==> src/rtl/fp64_row_feeder.sv <==
// rtl/fp64_row_feeder.sv - serializes the kept fp64 lanes of each row into the accumulator
// and forwards the returned row sum tagged with a wrapping row index.
module fp64_row_feeder #(
  parameter int LANES = 8,
  parameter int IDX_W = 16
) (
  input  logic                  clk,
  input  logic                  rst,
  input  logic [64*LANES-1:0]   s_tdata,
  input  logic [LANES-1:0]      s_tkeep,
  input  logic                  s_tlast,
  input  logic                  s_tvalid,
  output logic                  s_tready,
  output logic [63:0]           m_fp64_tdata,
  output logic                  m_fp64_tvalid,
  input  logic                  m_fp64_tready,
  output logic                  clr_valid,
  input  logic                  clr_ready,
  input  logic [63:0]           s_sum_tdata,
  input  logic                  s_sum_tvalid,
  output logic                  s_sum_tready,
  output logic [63:0]           m_sum_tdata,
  output logic [IDX_W-1:0]      m_sum_tuser,
  output logic                  m_sum_tvalid,
  input  logic                  m_sum_tready
);

  localparam int SEL_W = (LANES > 1) ? $clog2(LANES) : 1;
  localparam logic [63:0] NEG_ZERO = 64'h8000_0000_0000_0000;

  typedef enum logic [2:0] {IDLE, CLEAR, FEED, WAIT_SUM, EMIT} state_t;
  state_t state, state_nxt;

  logic [64*LANES-1:0] buf_data;
  logic [LANES-1:0]    buf_keep;
  logic                buf_last;
  logic                buf_valid;
  logic                elem_seen;
  logic [63:0]         sum_q;
  logic [IDX_W-1:0]    row_idx;

  logic [SEL_W-1:0]    lane_sel;
  logic [63:0]         lane_data;
  logic [LANES-1:0]    lane_onehot;
  logic                in_fire;
  logic                elem_fire;
  logic                beat_retire;

  // Lowest remaining kept lane wins, so lanes leave in ascending order.
  always_comb begin
    lane_sel = '0;
    for (int i = LANES - 1; i >= 0; i--) begin
      if (buf_keep[i]) lane_sel = SEL_W'(i);
    end
  end

  assign lane_data   = buf_data[64*lane_sel +: 64];
  assign lane_onehot = buf_keep & (~buf_keep + LANES'(1));

  assign s_tready      = (state == FEED) && !buf_valid;
  assign in_fire       = s_tvalid && s_tready;
  assign m_fp64_tvalid = buf_valid && (|buf_keep);
  assign elem_fire     = m_fp64_tvalid && m_fp64_tready;
  // The beat leaves the buffer on the same edge as its last element, or one
  // cycle after capture when nothing in it was kept.
  assign beat_retire   = buf_valid && ((buf_keep == '0) ||
                                       (elem_fire && (buf_keep == lane_onehot)));
  assign m_fp64_tdata  = (!m_fp64_tvalid || lane_data == NEG_ZERO) ? 64'd0 : lane_data;

  assign clr_valid    = (state == CLEAR);
  assign s_sum_tready = (state == WAIT_SUM);
  assign m_sum_tvalid = (state == EMIT);
  assign m_sum_tdata  = sum_q;
  assign m_sum_tuser  = row_idx;

  always_comb begin
    state_nxt = state;
    case (state)
      IDLE:     if (s_tvalid) state_nxt = CLEAR;
      CLEAR:    if (clr_ready) state_nxt = FEED;
      FEED: begin
        if (beat_retire && buf_last) state_nxt = (elem_seen || elem_fire) ? WAIT_SUM : EMIT;
      end
      WAIT_SUM: if (s_sum_tvalid) state_nxt = EMIT;
      EMIT:     if (m_sum_tready) state_nxt = IDLE;
      default:  state_nxt = IDLE;
    endcase
  end

  always_ff @(posedge clk) begin
    if (rst) begin
      state     <= IDLE;
      buf_data  <= '0;
      buf_keep  <= '0;
      buf_last  <= 1'b0;
      buf_valid <= 1'b0;
      elem_seen <= 1'b0;
      sum_q     <= '0;
      row_idx   <= '0;
    end else begin
      state <= state_nxt;

      if (state == CLEAR) elem_seen <= 1'b0;
      else if (elem_fire) elem_seen <= 1'b1;

      if (in_fire) begin
        buf_valid <= 1'b1;
        buf_data  <= s_tdata;
        buf_keep  <= s_tkeep;
        buf_last  <= s_tlast;
      end else begin
        if (elem_fire) buf_keep <= buf_keep & ~lane_onehot;
        if (beat_retire) buf_valid <= 1'b0;
      end

      // A row that never sent an element reports zero without asking the accumulator.
      if (state == FEED && state_nxt == EMIT) sum_q <= '0;
      else if (state == WAIT_SUM && s_sum_tvalid) sum_q <= s_sum_tdata;

      if (state == EMIT && m_sum_tready) row_idx <= row_idx + IDX_W'(1);
    end
  end

endmodule

==> config.mk <==
export PLATFORM = sky130hd
export DESIGN_NAME = fp64_row_feeder
export DESIGN_NICKNAME = d
export VERILOG_FILES = /design/src/rtl/fp64_row_feeder.sv
export SDC_FILE = /design/constraint.sdc
export NUM_CORES = 2
export LEC_CHECK = 0
export CAP_MARGIN = 15
export CELL_PAD_IN_SITES_DETAIL_PLACEMENT = 0
export CELL_PAD_IN_SITES_GLOBAL_PLACEMENT = 1
export CORE_UTILIZATION = 32
export CTS_BUF_LIST = sky130_fd_sc_hd__clkbuf_4 sky130_fd_sc_hd__clkbuf_8
export CTS_CLUSTER_DIAMETER = 80
export CTS_CLUSTER_SIZE = 12
export DETAILED_ROUTE_END_ITERATION = 8
export GPL_TIMING_DRIVEN = 0
export HOLD_SLACK_MARGIN = 0.1
export PLACE_DENSITY = 0.81
export SETUP_SLACK_MARGIN = 0.5
export SYNTH_ARGS = -nofsm -noshare
export SYNTH_HDL_FRONTEND = slang
export SYNTH_SLANG_ARGS = --single-unit
==> constraint.sdc <==
create_clock -name clk -period 4 [get_ports clk]
set_input_delay 0.8 -clock clk [delete_from_list [all_inputs] [get_ports clk]]
set_output_delay 0.8 -clock clk [all_outputs]
set_load 0.01 [all_outputs]
* Word level (Yosys, flattened, before mapping)
Index checks and enable logic that the tools add are counted.
** Storage, ports and cells
- Register bits after elaboration :: 606
- Input port bits :: 592
- Word-level logic and storage cells :: 64
- Output and inout bits :: 149
** Operators by class
- Muxes and demuxes :: 20
- Equal/unequal tests :: 7
- Bitwise logic cells :: 4
- Reduce and logical (&&, ||, !) cells :: 22
- Add/subtract/negate cells :: 2
- Shift-type cells :: 1
** Operators with widths (number)
- $shiftx A512 B10 Y64 :: 1
- $eq A64 B64 Y1 const B :: 1
- $mux W64 :: 1
- $mux W3 :: 14
- $add A16 B1 Y16 const B :: 1
- $and A8 B8 Y8 :: 2
- $mux W8 :: 2
- $not A8 Y8 :: 2
- $pmux W3 S5 :: 1
- $logic_and A1 B1 Y1 :: 10
- $add A8 B1 Y8 const B :: 1
- $eq A8 B8 Y1 :: 1
- $logic_not A8 Y1 :: 1
- $reduce_or A8 Y1 :: 1
- $eq A3 B2 Y1 const B :: 2
- $eq A3 B3 Y1 const B :: 2
- $reduce_bool A2 Y1 :: 2
- $reduce_or A2 Y1 :: 2
- $eq A3 B1 Y1 const B :: 1
- $logic_not A3 Y1 :: 1
- $logic_or A1 B1 Y1 :: 3
- $logic_not A1 Y1 :: 2
- $mux W1 :: 2

* Depth between registers and ports, before layout
- Word-level depth :: 13
- Gate-level depth with buffers :: 15
- Depth with buffers taken out :: 10

* Worst setup path before layout
No wires, ideal clock.
- Path kind :: register to output
- Start :: register buf_keep[3]
- End :: output port m_fp64_tdata[63]
- Stages on the path, launching flop included :: 13
- Slack :: 129 ps
- Required time :: 3200 ps
- Data arrival time :: 3071 ps
- Buffers on the path :: 3
- Cells stage by stage :: dfxtp_1 -> buf_2 -> nor2b_1 -> o21ba_2 -> clkbuf_1 -> nor2_4 -> buf_2 -> mux2i_1 -> a2111o_1 -> nand4_1 -> or4_1 -> or4_1 -> o31a_1
** Between the ends
- Cells in the longest elaborated chain, start to end :: 8
- Elaborated cells on any way between the ends :: 11
- Classes of those cells :: 1 x eq/ne; 1 x shift; 5 x mux; 4 x reduce/logical
** Ends and longest elaborated chain
- start: declaration :: RTL line 35 : logic [LANES-1:0] buf_keep;
- start signal: assignment :: RTL line 109 : buf_keep <= s_tkeep;
- start signal: assignment :: RTL line 112 : if (elem_fire) buf_keep <= buf_keep & ~lane_onehot;
- $mux W3 (4 in a row) :: RTL line 53 : if (buf_keep[i]) lane_sel = SEL_W'(i);
- $shiftx A512 B10 Y64 :: RTL line 57 : assign lane_data = buf_data[64*lane_sel +: 64];
- $eq A64 B64 Y1 :: RTL line 68 : assign m_fp64_tdata = (!m_fp64_tvalid || lane_data == NEG_ZERO) ? 64'd0 : lane_data;
- $logic_or A1 B1 Y1 :: RTL line 68
- $mux W64 * :: RTL line 68
- end: declaration :: RTL line 14 : output logic [63:0] m_fp64_tdata,
Every way passes the cells marked *; elsewhere a longest branch is shown, timed or not.

* Worst setup path after layout
Same ends and word-level chain as after synthesis.

==> flow_results.org <==
** Status
- Status :: finished, violations left
- The checks that failed: setup timing.

** Die
- Number of top-level pins :: 741
- Area of the placeable core :: 79300 um^2
- Initial core utilization :: 0.325
- The die covers 81500 um^2.
- From bottom edge to top edge, the die measures 286 um.
- Number of rows in the core area :: 103
- The die is 286 um wide.

** Global route
- Final global-route overflow total :: 0
- Total routing resource utilization after global routing :: 0.366
- Entering global routing, the biggest net connects 15 pins.
- Vias in the first global route :: 29000
- Number of antenna violations at the first check in global routing :: 13
- The first global-routing pass estimated 212000 um of wire.

** Yosys
- Fraction of the yosys area taken by sequential cells :: 0.472
- Yosys top cell by area :: sky130_fd_sc_hd__dfxtp_1
- Number of distinct library cells after synthesis :: 61
- Of the post-synthesis cell area, the dominant cell type holds 0.472.
- Flip-flop and latch count after synthesis :: 606
- Cell types occupying the most area after synthesis :: sky130_fd_sc_hd__dfxtp_1, sky130_fd_sc_hd__nand2_1, sky130_fd_sc_hd__a21oi_1, sky130_fd_sc_hd__clkbuf_1, sky130_fd_sc_hd__a211oi_1
- Yosys synthesis warning count :: 0
- In the synthesized netlist the dominant register cell turns out to be sky130_fd_sc_hd__dfxtp_1.
- Number of enable flip-flop cells after synthesis :: 0
- Count of mapped cells out of synthesis :: 3455
- Syn Area/Cell :: 7.45 um^2
- Post-Synthesis Net Count :: 4048
- Async set-reset flop share out of synthesis :: 0
- After synthesis the cells add up to 25700 um^2.

** Detailed routing
- Routed vias/inst :: 5.58
- The detailed router placed 30700 vias in this run.
- In this run the remaining antenna-violating nets after routing total 0.
- In the routed design, unresolved DRC markers number 0.
- The first detailed-routing pass took 5 iterations.
- The first routing iteration left 3497 violations.
- Post-detailed-route wirelength per cell :: 28.5 um
- Wirelength, routed :: 157000 um

** Critical path
- For this run, the slowest stage of the critical path takes 0.62 ns.
- Slowest cell on the critical path :: sky130_fd_sc_hd__or4_1
- Data on the critical path is required at its endpoint by 3.20 ns.
- STA classifies the critical path endpoint as a primary output.
- The signal on the critical path passes through buf_6, nor2b_4, o21ba_4, buf_8, nor2_4, buf_12, mux2i_4, a2111o_1, nand4_1, or4_1, or4_4, o31a_1, buf_6.
- Of all nets on the critical path, the largest fanout is 6.
- Type of element launching the critical path :: register
- The setup path with the least slack is of type reg2out.
- STA puts the critical path data arrival time at 4.32 ns.
- CP dominant cell by count :: sky130_fd_sc_hd__buf_6

** Pwr
- The design draws 12.5 mW.
- Switch share :: 0.302
- Total power per unit cell area :: 314 nW/um^2
- Of the total power, combinational logic draws 0.214.
- Internal cell power :: 8.72 mW
- Share of total power in the clock network :: 0.289
- Sequential power share :: 0.497
- For this design the static power due to leakage is 14.0 nW.
- Maximum vdd ir drop :: 0.246 mV
- Switching Power :: 3.78 mW

** Place
- Post-DP HPWL :: 119000 um
- Cells after DPL :: 5254
- Port buffering added 740 buffers.
- Routability-driven placement finished with a final weighted congestion of 0.979.

** STA
- Normalized max-slew margin :: 0.133
- Derived from the worst setup path, the maximum achievable clock frequency is 0.195 GHz.
- The number of hold-slack violations in the final timing report is 0.
- Setup violations, final :: 40
- Once routing completed, OpenROAD measured the worst setup slack at -1.12 ns.
- Final Max Tran Viols :: 0
- For the pin with the worst max-slew slack, the measured transition is 1.30 ns.
- Clk_skew :: 0.0338 ns
- The routed design could run at a clock period as short as 5.12 ns.
- In the finished design, the share of the clock period the worst path needs comes to 1.28.
- RSZ-0062 raised after global routing :: yes

** Run
- Max-cap violations in this run came to 0.

** Clock tree
- Number of CTS-inserted buffers :: 57
- TritonCTS built the clock tree.
- Clock latency on the worst-skew pair, taken at its later pin, is 0.74 ns.
- Number of hold buffers added after cts :: 0
- The tree is rooted in a sky130_fd_sc_hd__clkbuf_8.
- Count of clock tree sinks :: 606
- After clock tree synthesis, the clock-pin slew on the worst setup and hold paths is 0.09 ns.
- Maximum clock insertion buffer count :: 3
- Total number of H-tree levels :: 2

** Cells and area
- Multi-input gate area :: 13700 um^2
- Number of filler cells placed in the layout :: 7958
- Top library cells by usage in the layout, fill and taps aside :: sky130_fd_sc_hd__nand2_1, sky130_fd_sc_hd__clkdlybuf4s50_1, sky130_fd_sc_hd__a21oi_1
- Of the cells placed in the final design, the portion with a size suffix greater than 1 is 0.153.
- The final layout contains 5038 nets.
- Once layout is complete, the cells apart from fillers number 5505.
- Area Overhead vs Synth :: 54.7%
- Most common cell after layout, fill and taps aside :: sky130_fd_sc_hd__nand2_1
- Summing all flip-flop and latch instances after layout gives 12100 um^2.

** Min path
- The min-delay analysis places its worst path in the category reg2reg.
[through the flow]
step | cell area (um^2) | setup slack [ns] | hold WS, ns | utilization | setup TNS [ns]
2_1_floorplan | 25800 | 0.296 | 0.432 | - | 0
3_3_place_gp | 34500 | -3.27 | 0.438 | 0.435 | -362.50
3_5_place_dp | 34700 | -3.21 | 0.442 | 0.437 | -208.10
4_1_cts | 38900 | -1.10 | 0.454 | 0.491 | -5.91
5_1_grt | 39800 | -1.11 | 0.464 | 0.502 | -10.08
6_report | 39800 | -1.12 | 0.456 | 0.502 | -7.78
[registers in the layout (all words and copies together), names as in the netlist]
register and flops:
buf_valid 1, m_sum_tuser 16, buf_last 1, buf_data 512, m_sum_tdata 64, buf_keep 8
elem_seen 1, state 3
[metal layers]
metal  vias up  part of all wire  global-route usage
li1      13600                 -                   -
met1     14700              0.40               0.472
met2      1882              0.45               0.584
met3       451             0.094              0.0690
met4        10             0.060               0.182
met5         -           0.00043                   0
[logic make-up (layout without fill, tap and decap cells)]
kind of cell,after synthesis,after routing,synth area share
compound gates,894,894,0.203
simple gates,1584,1585,0.254
flops,606,606,0.472
other cells,0,7,0
xor+xnor,12,12,0.00408
buf+inv,304,1296,0.0459
mux,53,53,0.0213
fa+ha+maj,2,2,0.000875
[area by class of cell]
type                    count  share of cell area
flip-flops and latches    606               0.305
diodes                      7            0.000440
repair buffers            930               0.237
plain buffers             299              0.0585
well taps                1050              0.0330
multi-input cells        2546               0.345
clock inverters             3            0.000723
clock buffers              59              0.0204
inverters                   5            0.000566
[cell usage after synthesis (12+ instances only)]
master	instances
sky130_fd_sc_hd__a2111o_1	24
sky130_fd_sc_hd__a211oi_1	118
sky130_fd_sc_hd__a21oi_1	613
sky130_fd_sc_hd__a221oi_1	13
sky130_fd_sc_hd__a31oi_1	12
sky130_fd_sc_hd__and3_1	128
sky130_fd_sc_hd__buf_1	18
sky130_fd_sc_hd__buf_2	14
sky130_fd_sc_hd__clkbuf_1	264
sky130_fd_sc_hd__dfxtp_1	606
sky130_fd_sc_hd__mux2i_1	47
sky130_fd_sc_hd__nand2_1	1235
sky130_fd_sc_hd__nand3_1	35
sky130_fd_sc_hd__nand4_1	21
sky130_fd_sc_hd__nor2_1	107
sky130_fd_sc_hd__nor3_1	17
sky130_fd_sc_hd__o21ai_0	35
sky130_fd_sc_hd__o22ai_1	20
[power by group through the flow]
stage / registers (mW) / clock network (mW) / logic [mW]
floorplan: 6.32 / 0 / 0.699
global placement: 6.35 / 0 / 1.99
detailed placement: 6.35 / 0 / 2.00
CTS: 6.21 / 3.59 / 2.47
global route: 6.23 / 3.83 / 2.73
finish: 6.22 / 3.61 / 2.68
[critical path: cells and delay by family, from the launching register on]
family	cells	cell delay (ns)
AO/OA/AOI/OAI	3	0.66
buffers and inverters	4	0.56
flip-flops	1	0.33
multiplexers	1	0.24
AND/OR/NAND/NOR	5	1.80
[path summary, 6_finish.rpt]
check | from | endpoint | slack (ns) | cells after the start
worst max-delay path | buf_keep[3] | m_fp64_tdata[63] | -1.12 | 13
worst min register to register | buf_data[58] | buf_data[58] | 0.46 | 2
worst min-delay path | buf_data[58] | buf_data[58] | 0.46 | 2
worst max register to register | buf_keep[0] | m_sum_tdata[48] | 0.61 | 18
[repair_timing]
action,4_1_cts,5_1_grt
pin swaps,98,104
cloned,1,4
buffers inserted,136,40
endpoints found under the setup margin,519,177
resized for setup,879,190
(Power assumes the default switching activity.)
